**src/rtl/tomasulo_pkg.sv**
```systemverilog
// Shared types for the Tomasulo issue stage: class encoding, tags and the dispatch packet.
package tomasulo_pkg;

  localparam int unsigned TAG_W     = 4;
  localparam int unsigned SLOT_W    = 2;
  localparam int unsigned REG_W     = 5;
  localparam int unsigned N_REGS    = 32;
  localparam int unsigned MAX_SLOTS = 4;
  localparam int unsigned CNT_W     = 3;

  typedef enum logic [1:0] {
    CLS_NONE = 2'b00,
    CLS_ALU  = 2'b01,
    CLS_MUL  = 2'b10,
    CLS_MEM  = 2'b11
  } cls_e;

  typedef logic [TAG_W-1:0]  tag_t;
  typedef logic [REG_W-1:0]  reg_idx_t;
  typedef logic [SLOT_W-1:0] slot_t;

  typedef struct packed {
    logic     valid;
    cls_e     cls;
    tag_t     tag;
    logic     lwsw;
    tag_t     q1;
    tag_t     q2;
    reg_idx_t rs1;
    reg_idx_t rs2;
    reg_idx_t rd;
  } dis_pkt_t;

  // Tag 0 (class NONE) is reserved as "operand ready".
  function automatic tag_t make_tag(cls_e cls, slot_t slot);
    return {cls, slot};
  endfunction

endpackage

```
**src/rtl/rs_slot_alloc.sv**
```systemverilog
// Free-slot tracker for one reservation-station class: lowest-free pick, release, occupancy count.
module rs_slot_alloc
  import tomasulo_pkg::*;
#(
  parameter int unsigned N_SLOTS = 4
) (
  input  logic             clk,
  input  logic             rst_n,
  input  logic             clr_i,
  input  logic             alloc_i,
  input  logic             rel_i,
  input  slot_t            rel_slot_i,
  output logic             any_free_o,
  output slot_t            alloc_slot_o,
  output logic [CNT_W-1:0] busy_o
);

  localparam logic [MAX_SLOTS-1:0] VALID_MASK = MAX_SLOTS'((1 << N_SLOTS) - 1);

  logic [MAX_SLOTS-1:0] free_q, free_d;
  logic [CNT_W-1:0]     busy_q, busy_d;

  assign any_free_o = |free_q;
  assign busy_o     = busy_q;

  // Lowest-index free slot wins.
  always_comb begin
    alloc_slot_o = '0;
    for (int i = MAX_SLOTS - 1; i >= 0; i--) begin
      if (free_q[i]) alloc_slot_o = slot_t'(i);
    end
  end

  // Releases of nonexistent or already-free slots are dropped.
  always_comb begin
    free_d = free_q;
    if (alloc_i) free_d[alloc_slot_o] = 1'b0;
    if (rel_i && VALID_MASK[rel_slot_i] && !free_q[rel_slot_i]) free_d[rel_slot_i] = 1'b1;
    if (clr_i) free_d = VALID_MASK;
    busy_d = '0;
    for (int i = 0; i < MAX_SLOTS; i++) begin
      busy_d = busy_d + CNT_W'(VALID_MASK[i] & ~free_d[i]);
    end
  end

  always_ff @(posedge clk) begin
    if (!rst_n) begin
      free_q <= VALID_MASK;
      busy_q <= '0;
    end else begin
      free_q <= free_d;
      busy_q <= busy_d;
    end
  end

endmodule

```
**src/rtl/tomasulo_issue_ctrl.sv**
```systemverilog
// Issue-stage scheduler: allocates RS slots per class, renames through the RAT,
// and emits a registered dispatch packet with CDB bypass on source lookups.
module tomasulo_issue_ctrl
  import tomasulo_pkg::*;
#(
  parameter int unsigned N_ALU = 4,
  parameter int unsigned N_MUL = 2,
  parameter int unsigned N_MEM = 4
) (
  input  logic             clk,
  input  logic             rst_n,
  input  logic             flush,
  input  logic             in_valid,
  output logic             in_ready,
  input  logic             in_mem,
  input  logic             in_mul,
  input  logic             in_lwsw,
  input  logic             in_inactive,
  input  logic [REG_W-1:0] in_rs1,
  input  logic [REG_W-1:0] in_rs2,
  input  logic [REG_W-1:0] in_rd,
  input  logic             cdb_valid,
  input  logic [TAG_W-1:0] cdb_tag,
  output logic             dis_valid,
  output logic [1:0]       dis_class,
  output logic [TAG_W-1:0] dis_tag,
  output logic             dis_lwsw,
  output logic [TAG_W-1:0] dis_q1,
  output logic [TAG_W-1:0] dis_q2,
  output logic [REG_W-1:0] dis_rs1,
  output logic [REG_W-1:0] dis_rs2,
  output logic [REG_W-1:0] dis_rd,
  output logic [CNT_W-1:0] busy_alu,
  output logic [CNT_W-1:0] busy_mul,
  output logic [CNT_W-1:0] busy_mem
);

  tag_t     rat_q [N_REGS];
  tag_t     rat_d [N_REGS];
  dis_pkt_t pkt_q, pkt_d;

  cls_e  in_cls, cdb_cls;
  logic  free_alu, free_mul, free_mem, cls_has_free;
  slot_t slot_alu, slot_mul, slot_mem, alloc_slot;
  tag_t  alloc_tag, q1, q2;
  logic  accept, rename, cdb_live;

  always_comb begin
    in_cls       = CLS_ALU;
    alloc_slot   = slot_alu;
    cls_has_free = free_alu;
    if (in_mem) begin
      in_cls       = CLS_MEM;
      alloc_slot   = slot_mem;
      cls_has_free = free_mem;
    end else if (in_mul) begin
      in_cls       = CLS_MUL;
      alloc_slot   = slot_mul;
      cls_has_free = free_mul;
    end
  end

  assign in_ready  = rst_n & ~flush & (in_inactive | cls_has_free);
  assign accept    = in_valid & in_ready & ~in_inactive;
  assign rename    = ~(in_mem & ~in_lwsw) & (in_rd != '0);
  assign alloc_tag = make_tag(in_cls, alloc_slot);
  assign cdb_cls   = cls_e'(cdb_tag[TAG_W-1:SLOT_W]);
  assign cdb_live  = cdb_valid & ~flush & (cdb_cls != CLS_NONE);

  // Source lookup with same-cycle CDB bypass; r0 is always ready.
  always_comb begin
    q1 = rat_q[in_rs1];
    q2 = rat_q[in_rs2];
    if (in_rs1 == '0 || (cdb_live && q1 == cdb_tag)) q1 = '0;
    if (in_rs2 == '0 || (cdb_live && q2 == cdb_tag)) q2 = '0;
  end

  // CDB clears first so a same-cycle rename of the same register wins.
  always_comb begin
    rat_d = rat_q;
    if (flush) begin
      for (int i = 0; i < N_REGS; i++) rat_d[i] = '0;
    end else begin
      if (cdb_live) begin
        for (int i = 0; i < N_REGS; i++) begin
          if (rat_q[i] == cdb_tag) rat_d[i] = '0;
        end
      end
      if (accept && rename) rat_d[in_rd] = alloc_tag;
    end
  end

  always_comb begin
    pkt_d = '0;
    if (accept) begin
      pkt_d.valid = 1'b1;
      pkt_d.cls   = in_cls;
      pkt_d.tag   = alloc_tag;
      pkt_d.lwsw  = in_lwsw;
      pkt_d.q1    = q1;
      pkt_d.q2    = q2;
      pkt_d.rs1   = in_rs1;
      pkt_d.rs2   = in_rs2;
      pkt_d.rd    = in_rd;
    end
  end

  always_ff @(posedge clk) begin
    if (!rst_n) begin
      for (int i = 0; i < N_REGS; i++) rat_q[i] <= '0;
      pkt_q <= '0;
    end else begin
      for (int i = 0; i < N_REGS; i++) rat_q[i] <= rat_d[i];
      pkt_q <= pkt_d;
    end
  end

  rs_slot_alloc #(.N_SLOTS(N_ALU)) u_alu (
    .clk(clk), .rst_n(rst_n), .clr_i(flush),
    .alloc_i(accept && in_cls == CLS_ALU),
    .rel_i(cdb_live && cdb_cls == CLS_ALU), .rel_slot_i(slot_t'(cdb_tag[SLOT_W-1:0])),
    .any_free_o(free_alu), .alloc_slot_o(slot_alu), .busy_o(busy_alu)
  );

  rs_slot_alloc #(.N_SLOTS(N_MUL)) u_mul (
    .clk(clk), .rst_n(rst_n), .clr_i(flush),
    .alloc_i(accept && in_cls == CLS_MUL),
    .rel_i(cdb_live && cdb_cls == CLS_MUL), .rel_slot_i(slot_t'(cdb_tag[SLOT_W-1:0])),
    .any_free_o(free_mul), .alloc_slot_o(slot_mul), .busy_o(busy_mul)
  );

  rs_slot_alloc #(.N_SLOTS(N_MEM)) u_mem (
    .clk(clk), .rst_n(rst_n), .clr_i(flush),
    .alloc_i(accept && in_cls == CLS_MEM),
    .rel_i(cdb_live && cdb_cls == CLS_MEM), .rel_slot_i(slot_t'(cdb_tag[SLOT_W-1:0])),
    .any_free_o(free_mem), .alloc_slot_o(slot_mem), .busy_o(busy_mem)
  );

  assign dis_valid = pkt_q.valid;
  assign dis_class = pkt_q.cls;
  assign dis_tag   = pkt_q.tag;
  assign dis_lwsw  = pkt_q.lwsw;
  assign dis_q1    = pkt_q.q1;
  assign dis_q2    = pkt_q.q2;
  assign dis_rs1   = pkt_q.rs1;
  assign dis_rs2   = pkt_q.rs2;
  assign dis_rd    = pkt_q.rd;

endmodule
```
**config.mk**
```make
export PLATFORM = sky130hd
export DESIGN_NAME = tomasulo_issue_ctrl
export DESIGN_NICKNAME = d
export VERILOG_FILES = /design/src/rtl/tomasulo_pkg.sv /design/src/rtl/rs_slot_alloc.sv /design/src/rtl/tomasulo_issue_ctrl.sv
export SDC_FILE = /design/constraint.sdc
export NUM_CORES = 1
export LEC_CHECK = 0
export CORE_AREA = 2 2 193 195
export DETAILED_ROUTE_END_ITERATION = 12
export DIE_AREA = 0 0 195 197
export DONT_BUFFER_PORTS = 1
export PLACE_DENSITY = 0.44
export SLEW_MARGIN = 20
export SYNTH_ARGS = -nofsm -noshare
export SYNTH_HDL_FRONTEND = slang
export SYNTH_SLANG_ARGS = --single-unit
```
**constraint.sdc**
```tcl
create_clock -name clk -period 3 [get_ports clk]
set_input_delay 0.15 -clock clk [delete_from_list [all_inputs] [get_ports clk]]
set_output_delay 0.15 -clock clk [all_outputs]
set_load 0.03 [all_outputs]
```
Word-level counts from Yosys, hierarchy flattened
Cells that the tools add are included.

Add/sub/neg operators: 7. Order comparisons: 12. Equal/unequal tests: 40. Multiplexer cells: 92. Bitwise operators: 37. Reduce and logical (&&, ||, !) cells: 36.

Operators with widths (number): $mux 128 (3); $mux 4 (47); $eq 4x4->1 (34); $bwmux 128 (1); $bmux 4 s5 (2); $mux 2 (17); $mux 31 (1); $demux 4 s5 (1); $logic_and 1x1->1 (20); $ge 6x6->1 const B (3); $not 5->6 (3); $not 1->1 (16); $add 3x1->3 (4); $and 4x4->4 (3); $lt 2x3->1 const B (4); $not 4->4 (3); $or 4x4->4 (3); $reduce_or 4->1 (3); $mux 1 (11); $bmux 1 s2 (5); $logic_not 5->1 (2); $and 1x1->1 (8); $demux 1 s2 (4); $eq 2x2->1 const B (4); other kinds (12) (22).

Flip-flop bits (word level): 180. Output and inout port bits: 41. Word-level logic and storage cells: 272.

Longest topological paths before layout
Gate-level depths: netlist of the first run.

Word-level depth: 18. Depth in mapped cells: 14. Gate-level depth less buffers: 11.

By module
From an unflattened synthesis of the first run, not the netlist that was laid out.

Cell total of the unflattened synthesis: 1343. Area, all modules: 11050.6 um^2.

By module, submodules not included: tomasulo_issue_ctrl (instances 1, cells each 1228, area an instance 9972.1 um^2, seq. area each 3143.0 um^2); rs_slot_alloc (u_alu ...) (instances 2, cells each 42, area an instance 395.4 um^2, seq. area each 140.1 um^2); rs_slot_alloc (u_mul) (instances 1, cells each 31, area an instance 287.8 um^2, seq. area each 120.1 um^2).

Least setup slack after synthesis of the first run
No wires, ideal clock.

Path type: input port to flip-flop. Start point: input port in_mem. End point: register u_alu.busy_q[1] (netlist: u_alu.busy_o[1]). Setup time: 115 ps. Arrival: 2812 ps. Data required time: 2885 ps. Setup slack: 73 ps. Stages on the path: 14. Buffers on the path: 3. Cells stage by stage: clkbuf_1 or2_2 a21oi_1 o2111a_1 buf_2 buf_2 nand2_1 o21ai_0 nand2_1 nor2_1 ha_1 fa_1 ha_1 and2_1.

Word-level cells in the longest chain between the ends: 14.

RTL lines: start: declaration (RTL line tomasulo_issue_ctrl.sv:15) `input logic in_mem,`; $mux 1 (RTL line tomasulo_issue_ctrl.sv:52) `if (in_mem) begin`; $or 1x1->1 (RTL line tomasulo_issue_ctrl.sv:63) `assign in_ready = rst_n & ~flush & (in_inactive | cls_has_free);`; $and 1x1->1 (RTL line tomasulo_issue_ctrl.sv:63); $and 1x1->1 (2 in a row) (RTL line tomasulo_issue_ctrl.sv:64) `assign accept = in_valid & in_ready & ~in_inactive;`; $logic_and 1x1->1 (*) (RTL line tomasulo_issue_ctrl.sv:120) `.alloc_i(accept && in_cls == CLS_ALU),`; $mux 4 (*) (RTL line rs_slot_alloc.sv:37) `if (alloc_i) free_d[alloc_slot_o] = 1'b0;`; $or 4x4->4 (no line); $mux 4 (*) (RTL line rs_slot_alloc.sv:38) `if (rel_i && VALID_MASK[rel_slot_i] && !free_q[rel_slot_i]) free_d[rel_slot_i] = 1'b1;`; $mux 4 (*) (RTL line rs_slot_alloc.sv:39) `if (clr_i) free_d = VALID_MASK;`; $not 1->1 (RTL line rs_slot_alloc.sv:42) `busy_d = busy_d + CNT_W'(VALID_MASK[i] & ~free_d[i]);`; $add 1x1->2 (RTL line rs_slot_alloc.sv:42); $add 3x1->3 (RTL line rs_slot_alloc.sv:42); $add 3x1->3 (*) (RTL line rs_slot_alloc.sv:42); via u_alu.busy_d[1] (RTL line rs_slot_alloc.sv:21) `logic [CNT_W-1:0] busy_q, busy_d;`; end signal: assignment (RTL line rs_slot_alloc.sv:52) `busy_q <= busy_d;`; end: declaration (RTL line rs_slot_alloc.sv:21).

Mark *: on every way through the listed nets, which the timed path passes. The rest lies on a longest branch. A chain may end at the register's enable or synchronous reset.

Worst setup path in the final report of the first run
Start point: register u_mem.free_q[1]. End point: register u_alu.busy_q[1] (netlist: u_alu.busy_o[1]).

Word-level cells in the longest chain between the ends: 15.

RTL lines: start: declaration (RTL line rs_slot_alloc.sv:20) `logic [MAX_SLOTS-1:0] free_q, free_d;`; start signal: assignment (RTL line rs_slot_alloc.sv:51) `free_q <= free_d;`; $reduce_or 4->1 (*) (RTL line rs_slot_alloc.sv:23) `assign any_free_o = |free_q;`; $mux 1 (*) (RTL line tomasulo_issue_ctrl.sv:52); $or 1x1->1 (*) (RTL line tomasulo_issue_ctrl.sv:63); $and 1x1->1 (*) (RTL line tomasulo_issue_ctrl.sv:63); $and 1x1->1 (*) (2 in a row) (RTL line tomasulo_issue_ctrl.sv:64); $logic_and 1x1->1 (*) (RTL line tomasulo_issue_ctrl.sv:120); $mux 4 (*) (RTL line rs_slot_alloc.sv:37); $or 4x4->4 (no line); $mux 4 (*) (RTL line rs_slot_alloc.sv:38); $mux 4 (*) (RTL line rs_slot_alloc.sv:39); $not 1->1 (RTL line rs_slot_alloc.sv:42); $add 1x1->2 (RTL line rs_slot_alloc.sv:42); $add 3x1->3 (RTL line rs_slot_alloc.sv:42); $add 3x1->3 (*) (RTL line rs_slot_alloc.sv:42); via u_alu.busy_d[1] (RTL line rs_slot_alloc.sv:21).

Marked as above.

==> flow_summary.html, run 1 <==
<table>
<tr><th>Metric</th><th>Value</th></tr>
<tr><th colspan="2">Status</th></tr>
<tr><td>Status</td><td>completed</td></tr>
<tr><th colspan="2">Setup path</th></tr>
<tr><td>Type of destination of the critical path</td><td>flop</td></tr>
<tr><td>Beginning of the worst register-to-register path</td><td>u_mem.free_q[1]</td></tr>
<tr><td>Worst Path Required</td><td>3.35 ns</td></tr>
<tr><td>Worst reg-to-reg path cell count</td><td>11</td></tr>
<tr><td>Arrival time worst endpoint</td><td>3.14 ns</td></tr>
<tr><td>Critical R2R Capture</td><td>u_alu.busy_o[1]</td></tr>
<tr><td>Register-to-register setup slack</td><td>0.20 ns</td></tr>
<tr><td>Maximum fanout along the worst path</td><td>6</td></tr>
<tr><td>Termination of the worst setup path</td><td>u_alu.busy_o[1]</td></tr>
<tr><td>Critical Path Start Type</td><td>flop</td></tr>
<tr><td>Classification of the worst setup path</td><td>flop to flop</td></tr>
<tr><td>Beginning of the critical path</td><td>u_mem.free_q[1]</td></tr>
<tr><th colspan="2">STA</th></tr>
<tr><td>Final Hold Vio Count</td><td>0</td></tr>
<tr><td>Final setup skew</td><td>0.0135 ns</td></tr>
<tr><td>Count of pins over their slew limit</td><td>0</td></tr>
<tr><td>Setup total negative slack</td><td>0 ns</td></tr>
<tr><td>Minimum hold slack</td><td>0.00276 ns</td></tr>
<tr><td>Min Clock Period, post-route</td><td>2.80 ns</td></tr>
<tr><td>Worst Max-Slew Pin Slew</td><td>0.838 ns</td></tr>
<tr><td>Rel. slew slack</td><td>44.0%</td></tr>
<tr><td>Highest clock rate</td><td>358 MHz</td></tr>
<tr><td>Unrepaired setup endpoints after global routing</td><td>no</td></tr>
<tr><td>Finish-stage setup viols</td><td>0</td></tr>
<tr><td>Final critical-path share of the clock period</td><td>93.2%</td></tr>
<tr><th colspan="2">Drt</th></tr>
<tr><td>Post-route DRC violation count</td><td>0</td></tr>
<tr><td>Total Wirelength</td><td>38800 microns</td></tr>
<tr><td>Number of violations reported at the end of detailed-routing iteration 0</td><td>751</td></tr>
<tr><td>Via count</td><td>9318</td></tr>
<tr><td>Average wire per standard cell</td><td>23.1 microns</td></tr>
<tr><td>Detailed Routing Iterations Pass 1</td><td>5</td></tr>
<tr><td>Number of antenna-violating nets in the routed design</td><td>0</td></tr>
<tr><td>Via/cell ratio</td><td>5.54</td></tr>
<tr><th colspan="2">Floorplan</th></tr>
<tr><td>Std cell rows</td><td>70</td></tr>
<tr><td>Top-level port count</td><td>69</td></tr>
<tr><td>Die Footprint</td><td>38400 sq um</td></tr>
<tr><td>Die X-Extent</td><td>195 microns</td></tr>
<tr><td>Overall die height</td><td>197 microns</td></tr>
<tr><td>Starting utilization of the core area</td><td>29.9%</td></tr>
<tr><td>Core Box Area</td><td>36300 sq um</td></tr>
<tr><th colspan="2">Power and ir drop</th></tr>
<tr><td>Power density over the cells</td><td>421 nW/um^2</td></tr>
<tr><td>Leakage</td><td>4.36 nW</td></tr>
<tr><td>Peak supply drop</td><td>375 uV</td></tr>
<tr><td>Power consumption</td><td>0.00505 W</td></tr>
<tr><th colspan="2">GRT</th></tr>
<tr><td>Number of antenna violations at the first check in global routing</td><td>2</td></tr>
<tr><td>Wire length of the first global-routing pass</td><td>59100 microns</td></tr>
<tr><td>Remaining global-route overflow</td><td>0</td></tr>
<tr><td>Via count of the first global-routing pass</td><td>9071</td></tr>
<tr><td>All-Layer GR Usage</td><td>20.5%</td></tr>
<tr><td>Largest net degree at the start of global routing</td><td>60</td></tr>
<tr><th colspan="2">Clock network</th></tr>
<tr><td>CTS Root Cell</td><td>sky130_fd_sc_hd__clkbuf_16</td></tr>
<tr><td>Count of H-tree levels built during CTS</td><td>4</td></tr>
<tr><td>Cts bufs inserted</td><td>17</td></tr>
<tr><td>CTS tree</td><td>done</td></tr>
<tr><td>Clock slew at reported path FFs</td><td>0.08 ns</td></tr>
<tr><td>Number of sinks on the clock net</td><td>177</td></tr>
<tr><td>Worst-case clock buffer depth</td><td>2</td></tr>
<tr><td>Clock network latency to the later pin of the worst-skew pair</td><td>0.45 ns</td></tr>
<tr><th colspan="2">Finish</th></tr>
<tr><td>Proportion of layout cells with a drive suffix above 1</td><td>10.6%</td></tr>
<tr><td>Area of the multi-input gates</td><td>6800 sq um</td></tr>
<tr><td>Area growth from synthesis to layout</td><td>10.7%</td></tr>
<tr><td>Cell area after layout</td><td>12000 sq um</td></tr>
<tr><td>Fill cell total of the finished layout</td><td>3805</td></tr>
<tr><td>Register cell area after layout</td><td>3540 sq um</td></tr>
<tr><td>Most frequent cells in the layout</td><td>sky130_fd_sc_hd__nor2_1, sky130_fd_sc_hd__dfxtp_1, sky130_fd_sc_hd__xor2_1</td></tr>
<tr><td>Final #Nets</td><td>1236</td></tr>
<tr><td>Most frequent standard cell in the layout excluding fill and tap cells</td><td>sky130_fd_sc_hd__nor2_1</td></tr>
<tr><th colspan="2">Logic synthesis</th></tr>
<tr><td>Netlist area before placement</td><td>10800 sq um</td></tr>
<tr><td>Syn Nets</td><td>1266</td></tr>
<tr><td>Register area share after synthesis</td><td>32.7%</td></tr>
<tr><td>Total number of yosys warnings</td><td>0</td></tr>
<tr><td>Register bit count reported by yosys</td><td>177</td></tr>
<tr><td>Distinct cells, synth</td><td>58</td></tr>
<tr><td>Yosys top cell area share</td><td>32.7%</td></tr>
<tr><td>EDFF count, synth</td><td>0</td></tr>
<tr><td>Cells after Synth</td><td>1231</td></tr>
<tr><td>Dominant synthesized flop cell</td><td>sky130_fd_sc_hd__dfxtp_1</td></tr>
<tr><td>Top area cells in the synthesized netlist</td><td>sky130_fd_sc_hd__dfxtp_1, sky130_fd_sc_hd__xor2_1, sky130_fd_sc_hd__nor2_1</td></tr>
<tr><td>Async set-or-reset flop fraction in the synthesized netlist</td><td>0%</td></tr>
<tr><td>Yosys top cell by area</td><td>sky130_fd_sc_hd__dfxtp_1</td></tr>
<tr><td>Average size of a mapped cell</td><td>8.79 sq um</td></tr>
<tr><th colspan="2">Hold path</th></tr>
<tr><td>Hold-critical path depth</td><td>3</td></tr>
<tr><td>Hold crit path type</td><td>input port to flop</td></tr>
<tr><td>Worst hold path startpoint</td><td>in_rd[4]</td></tr>
<tr><th colspan="2">Placed design</th></tr>
<tr><td>Detailed Place HPWL</td><td>24300 microns</td></tr>
<tr><td>RePlAce Congestion</td><td>0.847</td></tr>
<tr><td>Number of buffer cells added on primary ports</td><td>0</td></tr>
<tr><td>Post-DP Area</td><td>11100 sq um</td></tr>
<tr><th colspan="2">Job</th></tr>
<tr><td># Max-Cap Violations</td><td>0</td></tr>
</table>
==> sequential cells by signal (all words and copies together) (netlist names), 3 cells and up <==
| name | cells |
|---|---|
| dis_rs2 | 5 |
| u_mem.free_q | 4 |
| dis_rd | 5 |
| dis_rs1 | 5 |
| u_mul.free_q | 4 |
| u_alu.free_q | 4 |
| dis_q1 | 4 |
| u_alu.busy_o | 3 |
| dis_q2 | 4 |
| rat_q | 128 |
| u_mem.busy_o | 3 |
==> worst min-delay path by stage <==
stage	to
finish	rat_q[28]
global route	rat_q[28]
CTS	rat_q[28]
detailed placement	u_mul.free_q[1]
global placement	u_mul.free_q[0]
floorplan	dis_lwsw
==> power by group <==
group | switching (W) | leakage (nW) | total, W | internal [W]
Clock | 0.00116 | 0.285 | 0.00228 | 0.00112
Combinational | 0.000226 | 2.65 | 0.000399 | 0.000174
Sequential | 0.0000148 | 1.43 | 0.00237 | 0.00235
==> routing by layer <==
metal  vias to the layer above  track usage, %  routed length (microns)
met5                         -               0                        0
met4                         0            7.63                     1150
met3                        70            3.39                     2030
met2                       289            33.3                    17800
met1                      4595            27.3                    17800
li1                       4364               -                        -
==> cell type report <==
| class | count | area share, % |
|---|---|---|
| antenna | 1 | 0.0209 |
| clock buffer | 17 | 3.55 |
| clock inverter | 15 | 1.40 |
| inverter | 5 | 0.157 |
| multi-input combinational | 955 | 56.8 |
| sequential | 177 | 29.6 |
| tap | 468 | 4.89 |
| timing repair buffer | 45 | 3.66 |
==> synthesized netlist by cell type, types with 13 or more instances <==
cell type,number
sky130_fd_sc_hd__nor2_1,221
sky130_fd_sc_hd__dfxtp_1,177
sky130_fd_sc_hd__xor2_1,116
sky130_fd_sc_hd__a31oi_1,97
sky130_fd_sc_hd__nand2_1,58
sky130_fd_sc_hd__clkbuf_1,53
sky130_fd_sc_hd__mux2i_1,44
sky130_fd_sc_hd__a21oi_1,38
sky130_fd_sc_hd__and2_1,37
sky130_fd_sc_hd__nand3_1,34
sky130_fd_sc_hd__mux4_2,33
sky130_fd_sc_hd__nor3_1,25
sky130_fd_sc_hd__nor4_1,25
sky130_fd_sc_hd__a22oi_1,21
sky130_fd_sc_hd__nor2b_1,18
sky130_fd_sc_hd__or3b_2,18
sky130_fd_sc_hd__xnor2_1,17
sky130_fd_sc_hd__nand2b_1,16
sky130_fd_sc_hd__buf_2,14
sky130_fd_sc_hd__nor3b_1,13
sky130_fd_sc_hd__o22ai_1,13
==> worst max-delay path: stages, from the launching register on <==
cell                       delay [ns]
sky130_fd_sc_hd__dfxtp_1         0.36
sky130_fd_sc_hd__o41ai_2         0.38
sky130_fd_sc_hd__o21ai_1         0.13
sky130_fd_sc_hd__o2111a_2        0.34
sky130_fd_sc_hd__nand2_1         0.12
sky130_fd_sc_hd__o21ai_0         0.11
sky130_fd_sc_hd__nand2_1         0.08
sky130_fd_sc_hd__nor2_1          0.04
sky130_fd_sc_hd__ha_1            0.29
sky130_fd_sc_hd__fa_1            0.42
sky130_fd_sc_hd__ha_1            0.27
sky130_fd_sc_hd__and2_1          0.15
==> cells by family (layout without fill, tap and decap cells) <==
kind of cell | count (synthesis) | in the layout | share of synthesized area, %
compound gates | 207 | 207 | 12.6
xor+xnor | 134 | 134 | 10.9
flops | 177 | 177 | 32.7
simple gates | 509 | 509 | 23.2
fa+ha+maj | 7 | 7 | 0.948
buf+inv | 99 | 82 | 4.82
other cells | 1 | 2 | 0.0346
mux | 97 | 97 | 14.7
==> metrics by stage <==
step	setup WS, ns	utilization, %	instances
after floorplan	0.0735	-	1231
after global routing	0.0646	33.0	1682
final	0.204	33.0	1683
after global placement	0.223	30.7	1625
after CTS	0.149	33.0	1682
after detailed placement	0.149	30.7	1625
==> timing repair <==
| action | CTS | global route |
|---|---|---|
| endpoints found under the setup margin | 0 | 1 |
| hold buffers | 25 | 0 |
| resized for setup | 0 | 1 |
| buffers inserted | 0 | 0 |
| hold endpoints to repair | 41 | 0 |
No activity file was read; power rests on OpenSTA's default activity.
==> inputs of run 2 (changes only) <==
==> constraint.sdc (replaced) <==
create_clock -name clk -period 3 [get_ports clk]
set_input_delay 0.6 -clock clk [delete_from_list [all_inputs] [get_ports clk]]
set_output_delay 0.6 -clock clk [all_outputs]
set_load 0.03 [all_outputs]
==> run 2 against run 1 <==
Against the previous run:
- non-clock buffer count decreased by 26
- wire length down 3.7%
- core utilization decreased by 0.66 points
==> flow_summary.html, run 2 (synthesis gave the netlist of run 1 again) <==
<table>
<tr><th>Metric</th><th>Value</th></tr>
<tr><th colspan="2">Job</th></tr>
<tr><td># Max-Cap Violations</td><td>0</td></tr>
<tr><th colspan="2">Placed design</th></tr>
<tr><td>RePlAce Congestion</td><td>0.829</td></tr>
<tr><td>Detailed Place HPWL</td><td>23900 microns</td></tr>
<tr><td>Number of buffer cells added on primary ports</td><td>0</td></tr>
<tr><th colspan="2">Floorplan</th></tr>
<tr><td>Die Footprint</td><td>38400 sq um</td></tr>
<tr><td>Core Box Area</td><td>36300 sq um</td></tr>
<tr><td>Die X-Extent</td><td>195 microns</td></tr>
<tr><td>Std cell rows</td><td>70</td></tr>
<tr><td>Overall die height</td><td>197 microns</td></tr>
<tr><td>Top-level port count</td><td>69</td></tr>
<tr><td>Starting utilization of the core area</td><td>29.9%</td></tr>
<tr><th colspan="2">Setup path</th></tr>
<tr><td>Classification of the worst setup path</td><td>flop to flop</td></tr>
<tr><td>Arrival time worst endpoint</td><td>3.05 ns</td></tr>
<tr><td>Register-to-register setup slack</td><td>0.29 ns</td></tr>
<tr><td>Worst Path Required</td><td>3.34 ns</td></tr>
<tr><td>Maximum fanout along the worst path</td><td>6</td></tr>
<tr><td>Worst reg-to-reg path cell count</td><td>10</td></tr>
<tr><td>Type of destination of the critical path</td><td>flop</td></tr>
<tr><td>Critical Path Start Type</td><td>flop</td></tr>
<tr><th colspan="2">STA</th></tr>
<tr><td>Worst Max-Slew Pin Slew</td><td>0.777 ns</td></tr>
<tr><td>Rel. slew slack</td><td>48.2%</td></tr>
<tr><td>Final setup skew</td><td>0.0168 ns</td></tr>
<tr><td>Final Hold Vio Count</td><td>0</td></tr>
<tr><td>Count of pins over their slew limit</td><td>0</td></tr>
<tr><td>Unrepaired setup endpoints after global routing</td><td>no</td></tr>
<tr><td>Finish-stage setup viols</td><td>0</td></tr>
<tr><td>Final critical-path share of the clock period</td><td>90.3%</td></tr>
<tr><td>Highest clock rate</td><td>369 MHz</td></tr>
<tr><td>Min Clock Period, post-route</td><td>2.71 ns</td></tr>
<tr><td>Setup total negative slack</td><td>0 ns</td></tr>
<tr><th colspan="2">Hold path</th></tr>
<tr><td>Hold crit path type</td><td>input port to flop</td></tr>
<tr><td>Hold-critical path depth</td><td>1</td></tr>
<tr><th colspan="2">Clock network</th></tr>
<tr><td>CTS tree</td><td>done</td></tr>
<tr><td>Clock slew at reported path FFs</td><td>0.07 ns</td></tr>
<tr><td>Number of sinks on the clock net</td><td>177</td></tr>
<tr><td>Hold Buf Count CTS</td><td>0</td></tr>
<tr><td>CTS Root Cell</td><td>sky130_fd_sc_hd__clkbuf_16</td></tr>
<tr><td>Count of H-tree levels built during CTS</td><td>4</td></tr>
<tr><td>Worst-case clock buffer depth</td><td>2</td></tr>
<tr><td>Cts bufs inserted</td><td>17</td></tr>
<tr><td>Clock network latency to the later pin of the worst-skew pair</td><td>0.45 ns</td></tr>
<tr><th colspan="2">GRT</th></tr>
<tr><td>Wire length of the first global-routing pass</td><td>56900 microns</td></tr>
<tr><td>All-Layer GR Usage</td><td>19.7%</td></tr>
<tr><td>Via count of the first global-routing pass</td><td>8711</td></tr>
<tr><td>Number of antenna violations at the first check in global routing</td><td>0</td></tr>
<tr><td>Largest net degree at the start of global routing</td><td>130</td></tr>
<tr><td>Remaining global-route overflow</td><td>0</td></tr>
<tr><th colspan="2">Finish</th></tr>
<tr><td>Final #Nets</td><td>1210</td></tr>
<tr><td>Number of flip-flops under the largest register name</td><td>128</td></tr>
<tr><td>Most frequent cells in the layout</td><td>sky130_fd_sc_hd__nor2_1, sky130_fd_sc_hd__dfxtp_1, sky130_fd_sc_hd__xor2_1</td></tr>
<tr><td>Most frequent standard cell in the layout excluding fill and tap cells</td><td>sky130_fd_sc_hd__nor2_1</td></tr>
<tr><td>Top register by number of flip-flops</td><td>rat_q</td></tr>
<tr><td>Area growth from synthesis to layout</td><td>8.47%</td></tr>
<tr><td>Proportion of layout cells with a drive suffix above 1</td><td>11.4%</td></tr>
<tr><th colspan="2">Status</th></tr>
<tr><td>Status</td><td>completed</td></tr>
<tr><th colspan="2">Drt</th></tr>
<tr><td>Total Wirelength</td><td>37400 microns</td></tr>
<tr><td>Via/cell ratio</td><td>5.49</td></tr>
<tr><td>Via count</td><td>9090</td></tr>
<tr><td>Number of violations reported at the end of detailed-routing iteration 0</td><td>775</td></tr>
<tr><td>Average wire per standard cell</td><td>22.6 microns</td></tr>
<tr><td>Post-route DRC violation count</td><td>0</td></tr>
<tr><td>Number of antenna-violating nets in the routed design</td><td>0</td></tr>
<tr><td>Detailed Routing Iterations Pass 1</td><td>5</td></tr>
<tr><th colspan="2">Power and ir drop</th></tr>
<tr><td>Power consumption</td><td>0.00498 W</td></tr>
<tr><td>Peak supply drop</td><td>291 uV</td></tr>
<tr><td>Leakage</td><td>4.25 nW</td></tr>
<tr><td>Power density over the cells</td><td>424 nW/um^2</td></tr>
</table>
run 2: changes by cell type in the layout (fill, tap and decap cells not counted), moves of 2 or more:
| cell | change |
|---|---|
| sky130_fd_sc_hd__buf_4 | -2 |
| sky130_fd_sc_hd__clkinv_4 | +3 |
| sky130_fd_sc_hd__clkinv_8 | -4 |
| sky130_fd_sc_hd__clkinvlp_4 | +3 |
| sky130_fd_sc_hd__dlygate4sd3_1 | -25 |
| sky130_fd_sc_hd__fa_1 | -2 |
| sky130_fd_sc_hd__fa_2 | +2 |
| sky130_fd_sc_hd__inv_8 | -5 |
| sky130_fd_sc_hd__nand2_1 | -2 |
run 2: cell type report:
class	instances	area (sq um)
fill	3805	24500
multi-input combinational	955	6840
sequential	177	3540
tap	468	586
clock buffer	19	443
timing repair buffer	19	184
clock inverter	13	129
inverter	5	18.8
antenna	1	2.50
run 2: where the power goes:
group | switching [W] | internal (W) | leakage [nW]
clock network | 0.00107 | 0.00118 | 0.263
logic | 0.000207 | 0.000154 | 2.56
registers | 0.0000147 | 0.00235 | 1.43
run 2: repair_timing:
action,4_1_cts,5_1_grt
setup endpoints to repair,0,1
buffers inserted,0,0
endpoints found under the hold margin,0,0
resized for setup,0,1
run 2: worst paths after layout:
kind,startpoint,endpoint
max,u_mem.free_q[1],u_mem.busy_o[1]
max reg2reg,u_mem.free_q[1],u_mem.busy_o[1]
min reg2reg,u_mul.free_q[3],u_mul.free_q[3]
min,rst_n,u_mul.free_q[1]
run 2: per-layer routing:
layer,routed length [microns],GRT usage (%)
met4,799,6.25
met5,0,0
met3,1810,3.22
met2,16800,31.5
met1,18000,27.2
run 2: worst max-delay path, cell delays in order (launching register included):
cell,delay (ns)
sky130_fd_sc_hd__dfxtp_1,0.36
sky130_fd_sc_hd__o41ai_1,0.40
sky130_fd_sc_hd__o21ai_1,0.16
sky130_fd_sc_hd__o2111a_2,0.35
sky130_fd_sc_hd__nand2_1,0.09
sky130_fd_sc_hd__a22oi_1,0.07
sky130_fd_sc_hd__nor2b_1,0.15
sky130_fd_sc_hd__ha_1,0.29
sky130_fd_sc_hd__fa_2,0.33
sky130_fd_sc_hd__ha_1,0.26
sky130_fd_sc_hd__and2_1,0.15
run 2: through the flow:
| stage | setup WS, ns | std cells | utilization, % | area [sq um] | hold slack (ns) |
|---|---|---|---|---|---|
| 2_1_floorplan | -0.0133 | 1231 | - | 10900 | 0.449 |
| 3_5_place_dp | 0.0493 | 1624 | 30.8 | 11200 | 0.467 |
| 5_1_grt | 0.0839 | 1656 | 32.4 | 11700 | 0.216 |
| 4_1_cts | 0.196 | 1656 | 32.4 | 11700 | 0.206 |
| 6_report | 0.290 | 1657 | 32.4 | 11700 | 0.218 |
| 3_3_place_gp | 0.134 | 1624 | 30.8 | 11200 | 0.475 |
